### config.mk
export PLATFORM = sky130hd
export DESIGN_NAME = wb_cmd_master
export DESIGN_NICKNAME = d
export VERILOG_FILES = /design/src/rtl/wb_cmd_master.sv
export SDC_FILE = /design/constraint.sdc
export NUM_CORES = 1
export LEC_CHECK = 0
export ABC_AREA = 1
export BUFFER_PORTS_ARGS = -buffer_cell sky130_fd_sc_hd__buf_2
export CAP_MARGIN = 10
export CORE_UTILIZATION = 45
export DETAILED_ROUTE_END_ITERATION = 6
export PLACE_DENSITY = 0.76
export SLEW_MARGIN = 20
export SYNTH_ARGS = -nofsm -noshare
export SYNTH_HDL_FRONTEND = slang
export SYNTH_SLANG_ARGS = --single-unit
### constraint.sdc
create_clock -name clk_i -period 3.4 [get_ports clk_i]
set_input_delay 0.51 -clock clk_i [delete_from_list [all_inputs] [get_ports clk_i]]
set_output_delay 0.51 -clock clk_i [all_outputs]
set_load 0.1 [all_outputs]
### src/rtl/wb_cmd_master.sv
// Command-to-Wishbone bridge: turns one command into one single-beat classic
// Wishbone cycle and returns a response carrying read data, bus error or timeout.
module wb_cmd_master #(
   parameter int AW      = 32,
   parameter int DW      = 32,
   parameter int TIMEOUT = 256
) (
   input  logic            clk_i,
   input  logic            rst_i,
   // command channel
   input  logic            cmd_valid,
   output logic            cmd_ready,
   input  logic            cmd_we,
   input  logic [AW-1:0]   cmd_addr,
   input  logic [DW-1:0]   cmd_data,
   input  logic [DW/8-1:0] cmd_sel,
   // response channel
   output logic            rsp_valid,
   input  logic            rsp_ready,
   output logic [DW-1:0]   rsp_data,
   output logic            rsp_err,
   output logic            rsp_timeout,
   // wishbone initiator
   output logic            wb_cyc_o,
   output logic            wb_stb_o,
   output logic            wb_we_o,
   output logic [AW-1:0]   wb_addr_o,
   output logic [DW-1:0]   wb_data_o,
   output logic [DW/8-1:0] wb_sel_o,
   input  logic [DW-1:0]   wb_data_i,
   input  logic            wb_ack_i,
   input  logic            wb_err_i
);

   localparam int CW = 16;
   localparam logic [CW-1:0] WAIT_LAST = CW'(TIMEOUT - 1);

   typedef enum logic [1:0] {IDLE, BUS, RESP} state_t;

   state_t        state, state_nxt;
   logic [CW-1:0] wait_cnt;
   logic          accept, hit_ack, hit_err, hit_to, bus_end, rsp_hs;

   assign cmd_ready = (state == IDLE);

   always_comb begin
      accept    = 1'b0;
      hit_ack   = 1'b0;
      hit_err   = 1'b0;
      hit_to    = 1'b0;
      rsp_hs    = 1'b0;
      state_nxt = state;
      case (state)
         IDLE: begin
            accept = cmd_valid;
            if (cmd_valid) state_nxt = BUS;
         end
         BUS: begin
            // err outranks ack, and either outranks a timeout landing in the same cycle
            hit_err = wb_err_i;
            hit_ack = wb_ack_i && !wb_err_i;
            hit_to  = !wb_ack_i && !wb_err_i && (wait_cnt == WAIT_LAST);
            if (hit_err || hit_ack || hit_to) state_nxt = RESP;
         end
         RESP: begin
            rsp_hs = rsp_ready;
            if (rsp_ready) state_nxt = IDLE;
         end
         default: state_nxt = IDLE;
      endcase
   end

   assign bus_end = hit_ack || hit_err || hit_to;

   always_ff @(posedge clk_i) begin
      if (rst_i) state <= IDLE;
      else       state <= state_nxt;
   end

   always_ff @(posedge clk_i) begin
      if (rst_i) begin
         wait_cnt    <= '0;
         wb_cyc_o    <= 1'b0;
         wb_stb_o    <= 1'b0;
         wb_we_o     <= 1'b0;
         wb_addr_o   <= '0;
         wb_data_o   <= '0;
         wb_sel_o    <= '0;
         rsp_valid   <= 1'b0;
         rsp_data    <= '0;
         rsp_err     <= 1'b0;
         rsp_timeout <= 1'b0;
      end else if (accept) begin
         wait_cnt  <= '0;
         wb_cyc_o  <= 1'b1;
         wb_stb_o  <= 1'b1;
         wb_we_o   <= cmd_we;
         wb_addr_o <= cmd_addr;
         wb_data_o <= cmd_data;
         wb_sel_o  <= cmd_sel;
      end else if (bus_end) begin
         // bus side returns to idle values while the response is presented
         wb_cyc_o    <= 1'b0;
         wb_stb_o    <= 1'b0;
         wb_we_o     <= 1'b0;
         wb_addr_o   <= '0;
         wb_data_o   <= '0;
         wb_sel_o    <= '0;
         rsp_valid   <= 1'b1;
         rsp_err     <= hit_err || hit_to;
         rsp_timeout <= hit_to;
         rsp_data    <= (hit_ack && !wb_we_o) ? wb_data_i : '0;
      end else if (state == BUS) begin
         wait_cnt <= wait_cnt + CW'(1);
      end else if (rsp_hs) begin
         rsp_valid   <= 1'b0;
         rsp_data    <= '0;
         rsp_err     <= 1'b0;
         rsp_timeout <= 1'b0;
      end
   end

endmodule

Word level (Yosys, flattened, before mapping)

Index checks and enable logic that the tools add are counted.

Add/subtract/negate cells: 1
Multiply operators: 0
Divide/modulo/power cells: 0
$lt $le $gt $ge: 0
Equal/unequal tests: 7
Shifts and indexed selects: 0
Multiplexer cells: 26
Bitwise logic cells: 2
Reductions and logical operators: 19

Operator list:

| cell                                                             | count |
|---|---|
| 32-bit 2-to-1 mux                                                | 7 |
| 16-bit by 1-bit adder with 16-bit output, second input constant  | 1 |
| 16-bit by 8-bit == test with 1-bit output, second input constant | 1 |
| 1-bit 2-to-1 mux                                                 | 13 |
| 4-bit 2-to-1 mux                                                 | 2 |
| 2-bit inequality test, second input constant                     | 4 |
| 2-bit 2-to-1 mux                                                 | 3 |
| 2-bit case mux with 3 select lines                               | 1 |
| 3-bit AND reduction                                              | 2 |
| 1-bit logical OR                                                 | 5 |
| 1-bit logical AND                                                | 4 |
| 2-bit nonzero test                                               | 2 |
| 1-bit logical NOT                                                | 3 |
| 2-bit by 1-bit == test with 1-bit output, second input constant  | 1 |
| 2-bit == test, second input constant                             | 1 |
| 2-bit logical NOT                                                | 1 |
| 1-bit inverter                                                   | 2 |
| 2-bit AND reduction                                              | 1 |
| 2-bit OR reduction                                               | 1 |

Bits in registers: 123
Latch bits: 0
Bits in writable memories: 0
ROM bits: 0
Input bits: 107
Output and inout port bits: 107
Word-level logic and storage cells: 66
Memories kept: 0

Longest topological paths before layout

Gate-level depths: netlist of the first run.

Depth after elaboration: 7
Depth in mapped cells: 10

Worst setup path before layout of the first run

OpenSTA, ideal clock, no wires.

Kind: register to register
Start point: register state[1]
End point: register wb_addr_o[10]
Arrival: 2.066 ns
Data required time: 3.330 ns
Path slack: 1.264 ns
Cell stages (with the launch flop): 8
Buffers on the path: 2
Cell sequence: dfxtp_1 -> nor2_2 -> nand2_2 -> inv_2 -> buf_4 -> buf_2 -> nand2_1 -> a21oi_1

Elaborated cells on any way between the ends: 10
Those cells by class: eq/ne (1); mux (5); reduce/logical (4)

RTL lines:

| what                                                    | line | source |
|---|---|---|
| from (decl)                                             | 40   | `state_t state, state_nxt;` |
| from (signal assigned)                                  | 77   | `else state <= state_nxt;` |
| 2-bit logical NOT (*)                                   | -    |  |
| net cmd_ready                                           | 12   | `output logic cmd_ready,` |
| 1-bit 2-to-1 mux (*)                                    | 53   | `case (state)` |
| 32-bit 2-to-1 mux or 2-bit nonzero test (tied branches) | -    |  |
| to (signal assigned)                                    | 98   | `wb_addr_o <= cmd_addr;` |
| to (decl)                                               | 27   | `output logic [AW-1:0] wb_addr_o,` |

The timed path passes the listed nets; every way through them passes the cells marked *.
A chain may end at the register's enable or synchronous reset.

Final worst setup path of the first run

Start point: register wait_cnt[0]
End point: register wb_data_o[13]

Longest elaborated chain between the ends: 5

Ends and longest elaborated chain:

| what                                      | line | source |
|---|---|---|
| from (decl)                               | 41   | `logic [CW-1:0] wait_cnt;` |
| from (signal assigned)                    | 114  | `wait_cnt <= wait_cnt + CW'(1);` |
| 16-bit by 8-bit == test with 1-bit output | 62   | `hit_to = !wb_ack_i && !wb_err_i && (wait_cnt == WAIT_LAST);` |
| 1-bit logical AND                         | 62   |  |
| 1-bit 2-to-1 mux                          | 53   |  |
| 1-bit logical OR                          | 73   | `assign bus_end = hit_ack \|\| hit_err \|\| hit_to;` |
| 2-bit nonzero test (no source line)       | -    |  |
| to (signal assigned)                      | 99   | `wb_data_o <= cmd_data;` |
| to (decl)                                 | 28   | `output logic [DW-1:0] wb_data_o,` |

No other way between the ends.

==> results.toml, run 1 <==
[run_status]
status = "finished clean"

[drt]
detail-route-antenna-nets = 0
first_pass_iters = 4
drcViolationCount = 0
wl_per_cell_um = 13.8
vias_per_cell = 5.07
drt_wl_total_mm = 13.5
drt_iter0_drc = 320
dr_total_vias = 4971

[die]
die_h_um = 107
die_w_um = 107
num_rows = 37
ioPinCount = 214
core_um2 = 10500
die_area_um2 = 11300
start_util = 0.470

[finish]
final_cell_mix = "buf_2 (212), nand2_1 (197), dfxtp_1 (123)"
drive_gt1_frac = 0.312
final_common_cell = "buf_2"
fillers = 992
area_delta_synth_final_pct = 32.4
nets = 940

[timing]
timing.final.hold_violations = 0
rsz0062_at_grt = "false"
tightest_slew_ns = 0.737
tns_ns = 0
fmax_ghz = 0.475
drv_slew = 0
slew_headroom = 0.509
fin_skew_ns = 0.00994
period_needed_ns = 2.10
min_period_over_period = 0.619
setup_violations = 0

[placed_design]
portBuffers = 213
hpwlAfterDp_mm = 9.53
place_congestion = 0.868

[worst_setup_path]
arrival_ns = 2.47
cpMaxStageDelayCell = "dfxtp_1"
slowest_delay_ns = 0.40
crit_path_start_kind = "register"
r2r_setup_slack_ns = 1.30
r2r-end = "wb_data_o[13]"
critPathKind = "reg2reg"
crit_path_end_kind = "register"
cp-endpoint = "wb_data_o[13]"
cp-startpoint = "wait_cnt[0]"
r2r_cells = 8
crit_required_ns = 3.77
worstReg2RegStart = "wait_cnt[0]"
crit_fanout = 72
cp_cell_sequence = "ha_1 -> nand3_2 -> nor2_4 -> nand2_2 -> nand2_1 -> nand2_4 -> nand3_1 -> a21oi_1"

[clocking]
cts_buffers = 17
cts_tree = "built"
clockBufferDepth = 2
clock-sinks = 123
htreeDepth = 4
worstSkewPairLatency_ns = 0.51
cts.clk_slew.worst_paths_ns = 0.06
cts_root_buf = "clkbuf_8"
cts-hold-fix-buffers = 0
post_cts_buffers = 0
ctsResizeCount = 0

[power]
leakage_nw = 2.94
ir_worst_vdd_mv = 0.437
pwr_density_cell_nw_per_um2 = 630
total_power_mw = 4.10

[yosys]
netlist_area_um2 = 4920
ys_warn_count = 0
syn-num-nets = 748
syn_inst = 640
syn_area_per_cell_um2 = 7.68
synth_cell_types = 28
synth-seq-cells = 123
ys_seq_area_frac = 0.501

[grt]
antenna_found_initial = 1
grt_overflow = 0
grt_pass1_vias = 4723
grt_pass1_wl_mm = 21.6
grt_use_total = 0.242
grt_max_degree = 73

[min_path]
worst_hold_startpoint = "cmd_data[2]"
min_path_cells = 3
worstHoldPathType = "in2reg"

[job]
drv_cap = 0
[layer usage]
| metal | vias to the layer above | GRT usage | part of all wire |
|---|---|---|---|
| met1 | 2298 | 0.278 | 0.40 |
| met4 | 0 | 0.0930 | 0.018 |
| met2 | 167 | 0.405 | 0.51 |
| li1 | 2485 | - | - |
| met5 | - | 0 | 0 |
| met3 | 21 | 0.0938 | 0.077 |
[cell usage after synthesis]
cell / instances / area [µm²]
nand2_4: 2 / 22.5
nand3b_1: 3 / 22.5
nor2_4: 1 / 11.3
buf_1: 7 / 26.3
nor2_1: 20 / 75.1
clkbuf_1: 20 / 75.1
buf_2: 3 / 15.0
nand3_1: 79 / 395
xnor2_1: 5 / 43.8
nor3_1: 1 / 5.00
nor4_4: 1 / 21.3
nand2_1: 197 / 739
o21ai_0: 1 / 5.00
o31ai_1: 1 / 7.51
nand2_2: 4 / 25.0
dfxtp_1: 123 / 2460
nand3_4: 1 / 17.5
ha_1: 1 / 12.5
a21oi_1: 122 / 611
nand3_2: 1 / 10.0
inv_2: 6 / 22.5
inv_1: 16 / 60.1
and2_1: 1 / 6.26
nor2_2: 1 / 6.26
buf_6: 11 / 124
xor2_1: 6 / 52.6
nand4_1: 3 / 18.8
buf_4: 3 / 22.5
[worst min path at each step]
stage,end,slack (ns)
2_1_floorplan,wait_cnt[1],0.48
3_3_place_gp,rsp_data[20],0.44
3_5_place_dp,rsp_data[19],0.45
4_1_cts,wb_addr_o[25],0.23
5_1_grt,wb_data_o[3],0.23
6_report,wb_data_o[2],0.25
[critical path: cells and delay by family (launching register included)]
kind	cells	cell delay, ns
simple gates	6	1.18
compound gates	1	0.09
fa+ha+maj	1	0.27
flops	1	0.40
[cell families (layout without fill, tap and decap cells)]
logic type | Yosys count | count (layout) | synth area share
and+or+nand+nor | 315 | 315 | 0.280
xor gates and xnor gates | 11 | 11 | 0.0196
DFF | 123 | 123 | 0.501
adders and majority gates | 1 | 1 | 0.00254
AOI/OAI and AO/OA | 124 | 124 | 0.127
other | 0 | 1 | 0
buffers and inverters | 66 | 269 | 0.0702
[flip-flops by register name, indices dropped and copies added, names as in the netlist]
signal	flops
rsp_data	32
rsp_err	1
rsp_timeout	1
rsp_valid	1
state	2
wait_cnt	16
wb_addr_o	32
wb_data_o	32
wb_sel_o	4
wb_stb_o	1
wb_we_o	1
[power breakdown]
part           leakage [nW]  total [mW]  internal (mW)  switching [mW]
combinational          1.65       0.811          0.141           0.670
clock                 0.285        1.75           1.15           0.600
sequential             1.00        1.54           1.51          0.0341
[final cells by class]
type | count | area (µm²) | share of cell area
clock buffers | 24 | 500 | 0.0769
well taps | 136 | 170 | 0.0261
clock inverters | 6 | 85.1 | 0.0131
multi-input cells | 451 | 2110 | 0.324
inverters | 22 | 82.6 | 0.0127
repair buffers | 217 | 1100 | 0.169
diodes | 1 | 2.50 | 0.000384
flip-flops and latches | 123 | 2460 | 0.378
[stage by stage]
| stage | utilization | instance area (µm²) | hold WS (ns) | setup slack, ns | instances |
|---|---|---|---|---|---|
| 6_report | 0.622 | 6510 | 0.247 | 1.30 | 980 |
| 2_1_floorplan | - | 4920 | 0.476 | 1.26 | 640 |
| 3_3_place_gp | 0.566 | 5920 | 0.445 | 1.31 | 949 |
| 5_1_grt | 0.622 | 6510 | 0.230 | 1.11 | 979 |
| 3_5_place_dp | 0.566 | 5920 | 0.450 | 1.30 | 949 |
| 4_1_cts | 0.622 | 6510 | 0.226 | 1.28 | 979 |
No activity file was read; power rests on OpenSTA's default activity.
==> run 2, diff against run 1 <==
--- a/config.mk
+++ b/config.mk
@@ -8,7 +8,7 @@
 export ABC_AREA = 1
 export BUFFER_PORTS_ARGS = -buffer_cell sky130_fd_sc_hd__buf_2
 export CAP_MARGIN = 10
-export CORE_UTILIZATION = 45
+export CORE_UTILIZATION = 43
 export DETAILED_ROUTE_END_ITERATION = 6
 export PLACE_DENSITY = 0.76
 export SLEW_MARGIN = 20
==> constraint.sdc (replaced) <==
create_clock -name clk_i -period 1.9 [get_ports clk_i]
set_input_delay 0.285 -clock clk_i [delete_from_list [all_inputs] [get_ports clk_i]]
set_output_delay 0.285 -clock clk_i [all_outputs]
set_load 0.1 [all_outputs]
==> run 2 against run 1 <==
Effect of this change:
- register-to-register slack worse by 1.1 ns
- die area grew 4.6%
- first-iteration DRC count decreased by 38%
- worst hold slack worse by 0.13 ns
- power up 88%
- count of clock-buffer cells in the layout down 2
- sequential power grew 79%
- non-clock buffer count increased by 9
- clock skew decreased by 0.00092 ns
- critical endpoint is now wait_cnt[13]
- largest power group unchanged
- highest routed layer unchanged
==> results.toml, run 2 (same netlist as run 1, synthesis figures left out) <==
[die]
die_h_um = 109
die_area_um2 = 11900
start_util = 0.448
ioPinCount = 214
die_w_um = 109
core_um2 = 11000
num_rows = 38

[worst_setup_path]
arrival_ns = 1.99
crit_path_end_kind = "register"
r2r_cells = 9
slowest_delay_ns = 0.39
crit_path_start_kind = "register"
crit_fanout = 16
r2r_setup_slack_ns = 0.17
cp_cell_sequence = "ha_1 -> nand3_2 -> nor2_4 -> nand2_2 -> nand3_4 -> buf_6 -> inv_2 -> nand2_1 -> a21oi_1"
r2r-end = "wait_cnt[13]"
critPathKind = "reg2reg"
crit_required_ns = 2.17
worstReg2RegStart = "wait_cnt[0]"
cp-endpoint = "wait_cnt[13]"
cp-startpoint = "wait_cnt[0]"
path_delay_family = "simple AND/OR/NAND/NOR gates"
cpMaxStageDelayCell = "dfxtp_1"
cp.depth = 9
crit_buf_inv = 2

[min_path]
worstHoldPathType = "in2reg"
worst_hold_startpoint = "cmd_data[12]"

[grt]
grt_pass1_wl_mm = 21.8
grt_max_degree = 90
grt_overflow = 0
grt_use_total = 0.236
grt_pass1_vias = 4666
antenna_found_initial = 0

[finish]
fillers = 1008
diodes = 0
final_area_um2 = 6700
area_delta_synth_final_pct = 36.3
final_common_cell = "buf_2"
reg_top3 = "rsp_data x32, wb_addr_o x32, wb_data_o x32"
nets = 949
final_cell_mix = "buf_2 (212), nand2_1 (197), dfxtp_1 (123)"
drive_gt1_frac = 0.321

[drt]
first_pass_iters = 4
drt_wl_total_mm = 13.5
detail-route-antenna-nets = 0
vias_per_cell = 4.95
wl_per_cell_um = 13.6
drcViolationCount = 0
dr_total_vias = 4918
drt_iter0_drc = 200

[timing]
timing.final.hold_violations = 0
period_needed_ns = 1.73
setup_violations = 0
fin_skew_ns = 0.00901
hold_ws_ns = 0.120
fmax_ghz = 0.580
min_period_over_period = 0.908
tns_ns = 0
tightest_slew_ns = 0.557
rsz0062_at_grt = "false"
slew_headroom = 0.628
drv_slew = 0

[power]
p_int_mw = 5.31
pwr_density_cell_nw_per_um2 = 1150
p_sw_frac = 0.312
seq_power_share = 0.357
leakage_nw = 3.04
p_comb_frac = 0.192
switchingPower_mw = 2.41
ir_worst_vdd_mv = 0.621
power_frac_clock = 0.451

[clocking]
cts_buffers = 17
clockBufferDepth = 2
cts_tree = "built"
worstSkewPairLatency_ns = 0.41
cts_root_buf = "clkbuf_16"
post_cts_buffers = 0
htreeDepth = 4
ctsResizeCount = 0
cts-hold-fix-buffers = 0
cts.clk_slew.worst_paths_ns = 0.06
clock-sinks = 123

[run_status]
status = "finished clean"

[placed_design]
hpwlAfterDp_mm = 9.18
place_congestion = 0.888
portBuffers = 213
place_area_um2 = 6050

[job]
drv_cap = 0
[run 2: per-stage QoR]
step                      power (mW)  std cells  utilization  setup WS (ns)
after detailed placement        4.29        962        0.551          0.156
after global routing            7.99        994        0.610         0.0217
after floorplan                 3.99        640            -          0.133
final                           7.72        994        0.610          0.175
after CTS                       7.78        994        0.610          0.132
after global placement          4.29        962        0.551          0.197
[run 2: worst register-to-register path: cells and delay by family (launching register included)]
kind                     cells  cell delay (ns)
AO/OA/AOI/OAI                1             0.06
flip-flops                   1             0.39
buffers and inverters        2             0.31
adder cells (fa/ha/maj)      1             0.21
AND/OR/NAND/NOR              5             0.63
[run 2: cell type report]
| type | count | area (µm²) | area share |
|---|---|---|---|
| flip-flops and latches | 123 | 2460 | 0.368 |
| multi-input cells | 451 | 2110 | 0.315 |
| repair buffers | 226 | 1220 | 0.182 |
| clock buffers | 22 | 484 | 0.0723 |
| well taps | 140 | 175 | 0.0261 |
| clock inverters | 10 | 163 | 0.0243 |
| inverters | 22 | 82.6 | 0.0123 |
[run 2: power groups by stage]
stage | registers (mW) | clock network [mW] | logic, mW
2_1_floorplan | 3.60 | 0 | 0.384
3_3_place_gp | 2.81 | 0 | 1.48
3_5_place_dp | 2.81 | 0 | 1.48
4_1_cts | 2.76 | 3.54 | 1.49
5_1_grt | 2.77 | 3.67 | 1.55
6_report | 2.76 | 3.48 | 1.48
[run 2: worst min path at each step]
stage                    endpoint  cells after the start
finish              wb_data_o[12]                      3
floorplan            rsp_data[29]                      2
detailed placement    rsp_data[5]                      2
CTS                 wb_addr_o[18]                      3
global route        wb_addr_o[23]                      3
global placement     rsp_data[23]                      2
[run 2: metal layers]
metal / up-vias / wire (µm) / track usage / part of all wire
met1: 2229 / 5480 / 0.273 / 0.41
li1: 2494 / - / - / -
met5: - / 0 / 0 / 0
met4: 0 / 274 / 0.0898 / 0.020
met2: 173 / 6740 / 0.393 / 0.50
met3: 22 / 980 / 0.0921 / 0.073
